--- src/rtl/therm_dac_driver.sv ---
// Binary-to-inverted-thermometer driver for the 16-element unary DAC array.
// Ramps the registered thermometer code toward an accepted target, holds it, then pulses settled.
module therm_dac_driver #(
  parameter int N_BITS        = 4,
  parameter int MAX_STEP      = 1,
  parameter int SETTLE_CYCLES = 2
) (
  input  logic                  clk,
  input  logic                  rst_n,
  input  logic                  in_valid,
  output logic                  in_ready,
  input  logic [N_BITS-1:0]     in_code,
  output logic [2**N_BITS-1:0]  therm_out,
  output logic [N_BITS-1:0]     cur_code,
  output logic                  busy,
  output logic                  settled
);

  localparam int THERM_W = 2**N_BITS;
  localparam int CNT_W   = $clog2(SETTLE_CYCLES + 1);
  localparam logic [N_BITS-1:0] STEP        = N_BITS'(MAX_STEP);
  localparam logic [CNT_W-1:0]  SETTLE_INIT = CNT_W'(SETTLE_CYCLES);
  localparam logic [THERM_W-1:0] THERM_ZERO = {{(THERM_W-1){1'b1}}, 1'b0};

  typedef enum logic [1:0] {IDLE, RAMP, SETTLE} state_e;

  state_e              state_q;
  logic [N_BITS-1:0]   curCode_q;
  logic [N_BITS-1:0]   curCode_d;
  logic [N_BITS-1:0]   target_q;
  logic [THERM_W-1:0]  therm_q;
  logic [CNT_W-1:0]    cnt_q;
  logic                busy_q;
  logic                settled_q;
  logic                ready_q;
  logic [N_BITS-1:0]   gapUp;
  logic [N_BITS-1:0]   gapDown;

  // Code n clears the low n+1 elements; everything above stays set.
  function automatic logic [THERM_W-1:0] encode(input logic [N_BITS-1:0] code);
    logic [THERM_W-1:0] t;
    for (int i = 0; i < THERM_W; i++) begin
      t[i] = (i > int'(code));
    end
    return t;
  endfunction

  always_comb begin
    gapUp     = target_q - curCode_q;
    gapDown   = curCode_q - target_q;
    curCode_d = curCode_q;
    if (target_q > curCode_q) begin
      curCode_d = (gapUp > STEP) ? curCode_q + STEP : target_q;
    end else if (target_q < curCode_q) begin
      curCode_d = (gapDown > STEP) ? curCode_q - STEP : target_q;
    end
  end

  // therm_out is reloaded from the same next code as cur_code so the two can never disagree.
  always_ff @(posedge clk or negedge rst_n) begin
    if (!rst_n) begin
      state_q   <= IDLE;
      curCode_q <= '0;
      therm_q   <= THERM_ZERO;
      target_q  <= '0;
      cnt_q     <= '0;
      busy_q    <= 1'b0;
      settled_q <= 1'b0;
      ready_q   <= 1'b1;
    end else begin
      settled_q <= 1'b0;
      case (state_q)
        IDLE: begin
          if (in_valid) begin
            target_q <= in_code;
            ready_q  <= 1'b0;
            busy_q   <= 1'b1;
            if (in_code != curCode_q) begin
              state_q <= RAMP;
            end else begin
              state_q <= SETTLE;
              cnt_q   <= SETTLE_INIT;
            end
          end
        end
        RAMP: begin
          curCode_q <= curCode_d;
          therm_q   <= encode(curCode_d);
          if (curCode_d == target_q) begin
            state_q <= SETTLE;
            cnt_q   <= SETTLE_INIT;
          end
        end
        SETTLE: begin
          if (cnt_q == CNT_W'(1)) begin
            state_q   <= IDLE;
            busy_q    <= 1'b0;
            ready_q   <= 1'b1;
            settled_q <= 1'b1;
          end else begin
            cnt_q <= cnt_q - CNT_W'(1);
          end
        end
        default: begin
          state_q <= IDLE;
          busy_q  <= 1'b0;
          ready_q <= 1'b1;
        end
      endcase
    end
  end

  assign in_ready  = ready_q;
  assign therm_out = therm_q;
  assign cur_code  = curCode_q;
  assign busy      = busy_q;
  assign settled   = settled_q;

endmodule
--- config.mk ---
export PLATFORM = sky130hd
export DESIGN_NAME = therm_dac_driver
export DESIGN_NICKNAME = d
export VERILOG_FILES = /design/src/rtl/therm_dac_driver.sv
export SDC_FILE = /design/constraint.sdc
export NUM_CORES = 1
export LEC_CHECK = 0
export ABC_AREA = 0
export CAP_MARGIN = 25
export CORE_MARGIN = 2
export CORE_UTILIZATION = 40
export DETAILED_ROUTE_END_ITERATION = 16
export DONT_BUFFER_PORTS = 1
export PLACE_DENSITY = 0.62
export SLEW_MARGIN = 20
export SYNTH_ARGS = -nofsm -noshare
export SYNTH_HDL_FRONTEND = slang
export SYNTH_SLANG_ARGS = --single-unit
--- constraint.sdc ---
create_clock -name clk -period 2.9 [get_ports clk]
set_input_delay 0.58 -clock clk [delete_from_list [all_inputs] [get_ports clk]]
set_output_delay 0.58 -clock clk [all_outputs]
set_load 0.01 [all_outputs]
# [Word level (Yosys, flattened, before mapping)]
# Index checks and enable logic that the tools add are counted.
# W data, S select, Z words.
[totals] reg_bits=30 latchBits=0 mem_bits_rw=0 romBits=0 input_bits=7 wordCells=70 n_memories=0
[op_classes] n_addsub=5 n_mul=0 n_div=0 n_lt_le_gt_ge=19 n_eq_ne=10 shifts=0 muxes=21 bitwise_logic=1 n_reduce_logical=6
[op_table] op="$gt A4 B4 Y1 const A" n=8
[op_table] op="$gt A3 B4 Y1 const A" n=4
[op_table] op="$mux W4" n=4
[op_table] op="$mux W2" n=7
[op_table] op="$pmux W2 S3" n=2
[op_table] op="$ne A2 B2 Y1 const B" n=5
[op_table] op="$gt A2 B4 Y1 const A" n=2
[op_table] op="$gt A4 B1 Y1 const B" n=2
[op_table] op="$sub A4 B4 Y4" n=2
[op_table] op="$mux W1" n=6
[op_table] op="$pmux W1 S3" n=2
[op_table] op="$reduce_and A3 Y1" n=2
[op_table] op="$reduce_and A5 Y1" n=1
[op_table] op="$add A4 B1 Y4 const B" n=1
[op_table] op="$eq A2 B1 Y1 const B" n=2
[op_table] op="$eq A4 B4 Y1" n=1
[op_table] op="$gt A1 B4 Y1 const A" n=1
[op_table] op="$gt A4 B4 Y1" n=1
[op_table] op="$lt A4 B4 Y1" n=1
[op_table] op="$ne A4 B4 Y1" n=1
[op_table] op="$sub A4 B1 Y4 const B" n=1
[op_table] op="$reduce_bool A3 Y1" n=1
[op_table] op="$eq A2 B2 Y1 const B" n=1
[op_table] op="$logic_not A2 Y1" n=1
[op_table] op="other kinds (3)" n=3

# [Depth between registers and ports, before layout]
# Gate-level depths: netlist (run 1).
[depth] depth_word=8 ltp_mapped=12 mapped_depth_nobuf=10

# [Worst setup path before layout (run 1)]
# OpenSTA, ideal clock, no wires.
[synth_timing] path_type="flip-flop to flip-flop" from="reg curCode_q[0] (netlist: cur_code[0])" to="reg therm_q[3] (netlist: therm_out[3])" arrival_ps=3151 t_required_ps=2809 setup_slack_ps=-342 path_stages_with_launch=12 path_buffers=1 cell_sequence="dfrtp_1 clkbuf_1 inv_1 ha_1 fa_1 nand2b_1 or4b_1 nand2_1 mux2_2 mux2i_2 nand2_2 o31ai_1"
[synth_between] elab_chain_cells=6 elab_cells_between_ends=13
[synth_lines] item="start, declared" line="28" rtl="logic [N_BITS-1:0] curCode_q;"
[synth_lines] item="start signal, assigned" line="87" rtl="curCode_q <= curCode_d;"
[synth_lines] item="$sub A4 B4 Y4" line="50" rtl="gapDown = curCode_q - target_q;"
[synth_lines] item="$gt A4 B1 Y1" line="55" rtl="curCode_d = (gapDown > STEP) ? curCode_q - STEP : target_q;"
[synth_lines] item="$mux W4" line="55"
[synth_lines] item="$mux W4" line="54" rtl="end else if (target_q < curCode_q) begin"
[synth_lines] item="$mux W4 *" line="52" rtl="if (target_q > curCode_q) begin"
[synth_lines] item="$gt A2 B4 Y1 *" line="43" rtl="t[i] = (i > int'(code));"
[synth_lines] item="end signal, assigned" line="88" rtl="therm_q <= encode(curCode_d);"
[synth_lines] item="end, declared" line="31" rtl="logic [THERM_W-1:0] therm_q;"
# Mark *: on every way between the ends. The rest lies on a longest branch, timed or not.
# A chain may end at the register's enable or synchronous reset.

# [Worst setup path after layout (run 1)]
[layout_timing] from="reg target_q[0]" to="reg cnt_q[0]"
[layout_between] elab_chain_cells=8 elab_cells_between_ends=13
[layout_lines] item="start, declared" line="30" rtl="logic [N_BITS-1:0] target_q;"
[layout_lines] item="start signal, assigned" line="75" rtl="target_q <= in_code;"
[layout_lines] item="$sub A4 B4 Y4" line="50"
[layout_lines] item="$gt A4 B1 Y1" line="55"
[layout_lines] item="$mux W4" line="55"
[layout_lines] item="$mux W4" line="54"
[layout_lines] item="$mux W4" line="52"
[layout_lines] item="$eq A4 B4 Y1 *" line="89" rtl="if (curCode_d == target_q) begin"
[layout_lines] item="$ne A2 B2 Y1 (no source line) *"
[layout_lines] item="$reduce_and A5 Y1 (no source line) *"
[layout_lines] item="end signal, assigned" line="101" rtl="cnt_q <= cnt_q - CNT_W'(1);"
[layout_lines] item="end, declared" line="32" rtl="logic [CNT_W-1:0] cnt_q;"
# Marked as above.

==> results of run 1 <==
## Yosys cell counts, drive strengths merged, types with 4 or more instances
cell / number / area share
a21o: 7 / 0.025
a21oi: 13 / 0.031
a31oi: 5 / 0.015
buf: 4 / 0.014
clkbuf: 10 / 0.018
dfrtp: 14 / 0.17
dfstp: 16 / 0.20
ha: 10 / 0.060
inv: 11 / 0.020
nand2: 27 / 0.051
nand2b: 7 / 0.021
nand3: 6 / 0.017
nand4: 4 / 0.012
nor2: 23 / 0.043
nor3: 6 / 0.014
o21ai: 21 / 0.051
xnor2: 9 / 0.038
## flip-flops by register name, indices dropped and copies added (netlist names)
name / flops
therm_out: 15
in_ready: 1
target_q: 4
busy: 1
cnt_q: 2
cur_code: 4
settled: 1
state_q: 2
## final cells by class
type	count	area, um^2
Sequential cell	30	772.0
Fill cell	446	2315
Clock buffer	7	86.33
Tap cell	70	87.58
Inverter	11	46.29
Clock inverter	1	5.005
Multi-Input combinational cell	178	1381
Timing Repair Buffer	42	349.1
## layer usage
layer / global-route usage / vias to the layer above / wire [um]
met4: 0.07273 / 0 / 112
li1: - / 892 / -
met1: 0.2336 / 919 / 2310
met3: 0.04621 / 12 / 320
met2: 0.3286 / 47 / 2640
met5: 0 / - / 0
## cell families (layout without fill, tap and decap cells)
| kind of cell | count (synthesis) | in the layout | synth area share |
|---|---|---|---|
| mux | 4 | 4 | 0.02170 |
| fa+ha+maj | 12 | 12 | 0.07957 |
| simple gates | 84 | 84 | 0.2013 |
| compound gates | 65 | 66 | 0.2260 |
| buf+inv | 25 | 61 | 0.05184 |
| xor+xnor | 11 | 11 | 0.04642 |
| other cells | 1 | 1 | 0.001807 |
| flops | 30 | 30 | 0.3713 |
## worst max-delay path, cell delays in order (launching register included)
cell and delay, ps:
dfrtp_1 350, inv_1 60, ha_2 170, fa_2 530, nand2b_1 60, or4b_4 570, nand4_1 170, a211oi_2 110
a2111oi_4 340, o2111ai_2 220, o21a_1 230
## worst min-delay path by stage
stage,startpoint,endpoint,depth (start not counted)
after floorplan,rst_n,busy,0
after global placement,rst_n,settled,0
after detailed placement,rst_n,settled,0
after CTS,rst_n,in_ready,0
after global routing,rst_n,in_ready,0
final,rst_n,in_ready,0
## through the flow
stage / cell area [um^2] / cells / TNS (ps) / utilization / hold slack [ps]
floorplan: 2152 / 232 / -19.52 / - / 284.4
global placement: 2384 / 318 / -27.88 / 0.4727 / 284.9
detailed placement: 2384 / 318 / -195.4 / 0.4727 / 284.9
CTS: 2532 / 331 / -11.58 / 0.5022 / 130.0
global route: 2728 / 339 / -1951 / 0.5409 / 116.6
finish: 2728 / 339 / -67.01 / 0.5409 / 133.6
## what timing repair did
item                                   4_1_cts  5_1_grt
pin swaps                                    1       15
setup buffers                                4        7
gates cloned                                 0        1
endpoints found under the hold margin       14        0
setup endpoints to repair                   10       21
gates resized for setup                      5       27
hold buffers                                 1        0
==> summary.txt, run 1 <==
DR vias/cell -> 5.516
Io pins -> 30
Yosys warns -> 0
Area grow syn2layout -> 31.40%
Synth unique cells -> 52
TritonCTS Buffers -> 5
Critical path data required time -> 3070 ps
Clock Latency Late Sink -> 280 ps
Die ar. -> 5781 um^2
Layout cells sized above 1 -> 0.4015
Cells after Synth -> 232
RSZ-0062 raised after global routing -> yes
WL final -> 5385 um
CP Launch Point -> target_q[0]
Post-synthesis sequential area ratio -> 0.3713
Setup crit start kind -> flop
Clock tree buffer depth -> 2
CTS sink count -> 30
Synth Register Bits -> 30
IO Port Bufs -> 0
Initial antenna violation count -> 0
Final setup fails -> 3
# rows -> 26
Critical path endpoint category -> flop
Largest net degree at the start of global routing -> 26
CTS tree -> done
Main synth FF type -> dfstp_2
Max cap viols -> 0
Global-route wire length before repair -> 8866 um
Routed via count -> 1870
Core area -> 5042 um^2
Crit share post-route -> 1.013
Commonest cells after routing, fill and taps aside -> 35 x buf_4, 23 x nand2_1, 20 x nor2_1
Highest net fanout along the worst path -> 6
Iteration count of the initial detailed-routing pass -> 4
Routability Congestion -> 0.8858
R2R Path End -> cnt_q[0]
Worst slew pin tran -> 967.6 ps
Post-synth ARST share -> 1.000
Critical path class -> flop to flop
CP arrival -> 3110 ps
Final #Nets -> 287
Peak Freq -> 0.3403 GHz
Post-DP HPWL -> 3787 um
Outcome -> finished with violations
Final-report hold violation count -> 0
Hold Crit Class -> input pin to async pin
Cell Area, Synth -> 2076 um^2
Synth Net Count -> 251
Final ANT Viol Nets -> 0
Worst setup margin -> -38.52 ps
Starting Density -> 0.4117
R2R Setup Slk -> -40 ps
Min Clock Period, post-route -> 2939 ps
Reg2reg path depth -> 10
Number of inserted diodes -> 0
Die width -> 76.04 um
Number of global-route vias before repair -> 1843
Reg2reg start -> target_q[0]
Critical path capture point -> cnt_q[0]
Gr usage total -> 0.1915
DR iter-0 viols -> 81
Relative slew slack -> 0.3549
Post-synth EDFFs -> 0
Root Driver -> clkbuf_8
Place WS -> -52.94 ps
Grt ovf -> 0
Die Span Y -> 76.04 um
Avg WL per Cell -> 15.88 um
CTS H-tree depth -> 2
Clk_skew -> 6.432 ps
Final Max Tran Viols -> 0
Clock transition at the registers of the reported paths -> 60 ps
Syn Area/Cell -> 8.947 um^2
Failing checks -> setup timing
Most common cell after layout, fill and taps aside -> buf_4
# DRC -> 0
Power of run 1 is not shown: default switching activity piles up to over one toggle a cycle in this logic, so the estimate is an artifact.
==> inputs of run 2 (changes only) <==
CAP_MARGIN = not set   (was 25)
PLACE_DENSITY = 0.6   (was 0.62)
clock period = 3.6 ns   (was 2.9 ns; I/O delays follow)
==> summary.txt, run 2 (synthesis results as in run 1) <==
Clock Latency Late Sink -> 270 ps
Setup Fix Bufs, Post-CTS -> 0
Min Clock Period, post-route -> 3407 ps
Avg WL per Cell -> 15.89 um
# DRC -> 0
Largest net degree at the start of global routing -> 31
Iteration count of the initial detailed-routing pass -> 4
Setup crit start kind -> flop
Grt ovf -> 0
WL final -> 4784 um
Gr usage total -> 0.1723
Post-DP HPWL -> 3597 um
Routed via count -> 1683
Crit share post-route -> 0.9464
Starting Density -> 0.4117
CP delay by family, top -> compound AO/OA/AOI/OAI gates
Largest register FFs -> 15
Outcome -> finished, final reports clean
Die ar. -> 5781 um^2
Clock tree buffer depth -> 2
Io pins -> 30
Number of global-route vias before repair -> 1670
Area grow syn2layout -> 7.957%
Number of inserted diodes -> 0
Worst path slowest cell -> or4b_1
Reg2reg start -> cur_code[0]
DR iter-0 viols -> 171
TritonCTS Buffers -> 5
Layout Utilization -> 0.4444
Core area -> 5042 um^2
Peak Freq -> 0.2935 GHz
# rows -> 26
Place WS -> 205.6 ps
Clk_skew -> 2.234 ps
Critical path data required time -> 3760 ps
Global-route wire length before repair -> 8121 um
Highest net fanout along the worst path -> 10
CTS tree -> done
Final-report hold violation count -> 0
CTS H-tree depth -> 2
CP Launch Point -> cur_code[0]
Crit-path cells -> buf_4 -> ha_1 -> fa_1 -> xor2_1 -> or4b_1 -> nand2_1 -> o21ai_1 -> o21ai_0 -> o2111ai_1 -> a22o_1
Worst setup margin -> 192.8 ps
Commonest cells after routing, fill and taps aside -> 25 x nand2_1, 22 x nor2_1, 16 x dfstp_2
CTS sink count -> 30
Final ANT Viol Nets -> 0
Routability Congestion -> 0.9602
Final Max Tran Viols -> 0
Layout cells sized above 1 -> 0.1818
RSZ-0062 raised after global routing -> no
Max cap viols -> 0
Post-CTS Resized -> 0
Die Span Y -> 76.04 um
Hold Crit Class -> input pin to async pin
Most common cell after layout, fill and taps aside -> nand2_1
Critical path class -> flop to flop
Critical path endpoint category -> flop
Hold_buf cts -> 0
Final setup fails -> 0
Die width -> 76.04 um
Initial antenna violation count -> 0
CP arrival -> 3560 ps
Relative slew slack -> 0.4426
Final #Nets -> 249
CP bufs+invs -> 1
Setup TNS -> 0 ps
Root Driver -> clkbuf_8
Slowest stage delay, CP -> 620 ps
Clock transition at the registers of the reported paths -> 60 ps
Worst slew pin tran -> 836.1 ps
DR vias/cell -> 5.591
IO Port Bufs -> 0
[run 2: cell type report]
cell class | count | area, um^2
Fill cell | 478 | 2801
Multi-Input combinational cell | 177 | 1197
Sequential cell | 30 | 770.7
Tap cell | 70 | 87.58
Clock buffer | 7 | 76.32
Inverter | 11 | 41.29
Timing Repair Buffer | 5 | 37.54
Clock inverter | 1 | 30.03
[run 2: path summary, 6_finish.rpt]
path                                 endpoint  slack, ps  depth (start not counted)
worst min-delay path              cur_code[2]        140                          0
worst min register to register  therm_out[10]        490                          2
max in group asynchronous            in_ready       3280                          0
worst max-delay path               state_q[0]        190                         10
min in group clk                therm_out[10]        490                          2
worst max register to register     state_q[0]        190                         10
[run 2: per-layer routing]
metal | global-route usage | vias to the layer above | share of wire
li1 | - | 810 | -
met1 | 0.2241 | 803 | 0.43
met2 | 0.2714 | 58 | 0.48
met3 | 0.04028 | 12 | 0.064
met4 | 0.08364 | 0 | 0.031
met5 | 0 | - | 0
[run 2: through the flow]
| step | instance area (um^2) | hold WS [ps] | std cells |
|---|---|---|---|
| global placement | 2135 | 425.2 | 293 |
| detailed placement | 2135 | 425.1 | 293 |
| finish | 2241 | 140.4 | 301 |
| global route | 2241 | 117.0 | 301 |
| CTS | 2241 | 124.0 | 301 |
| floorplan | 2076 | 424.4 | 232 |
Power of run 2 is left out for the same reason.
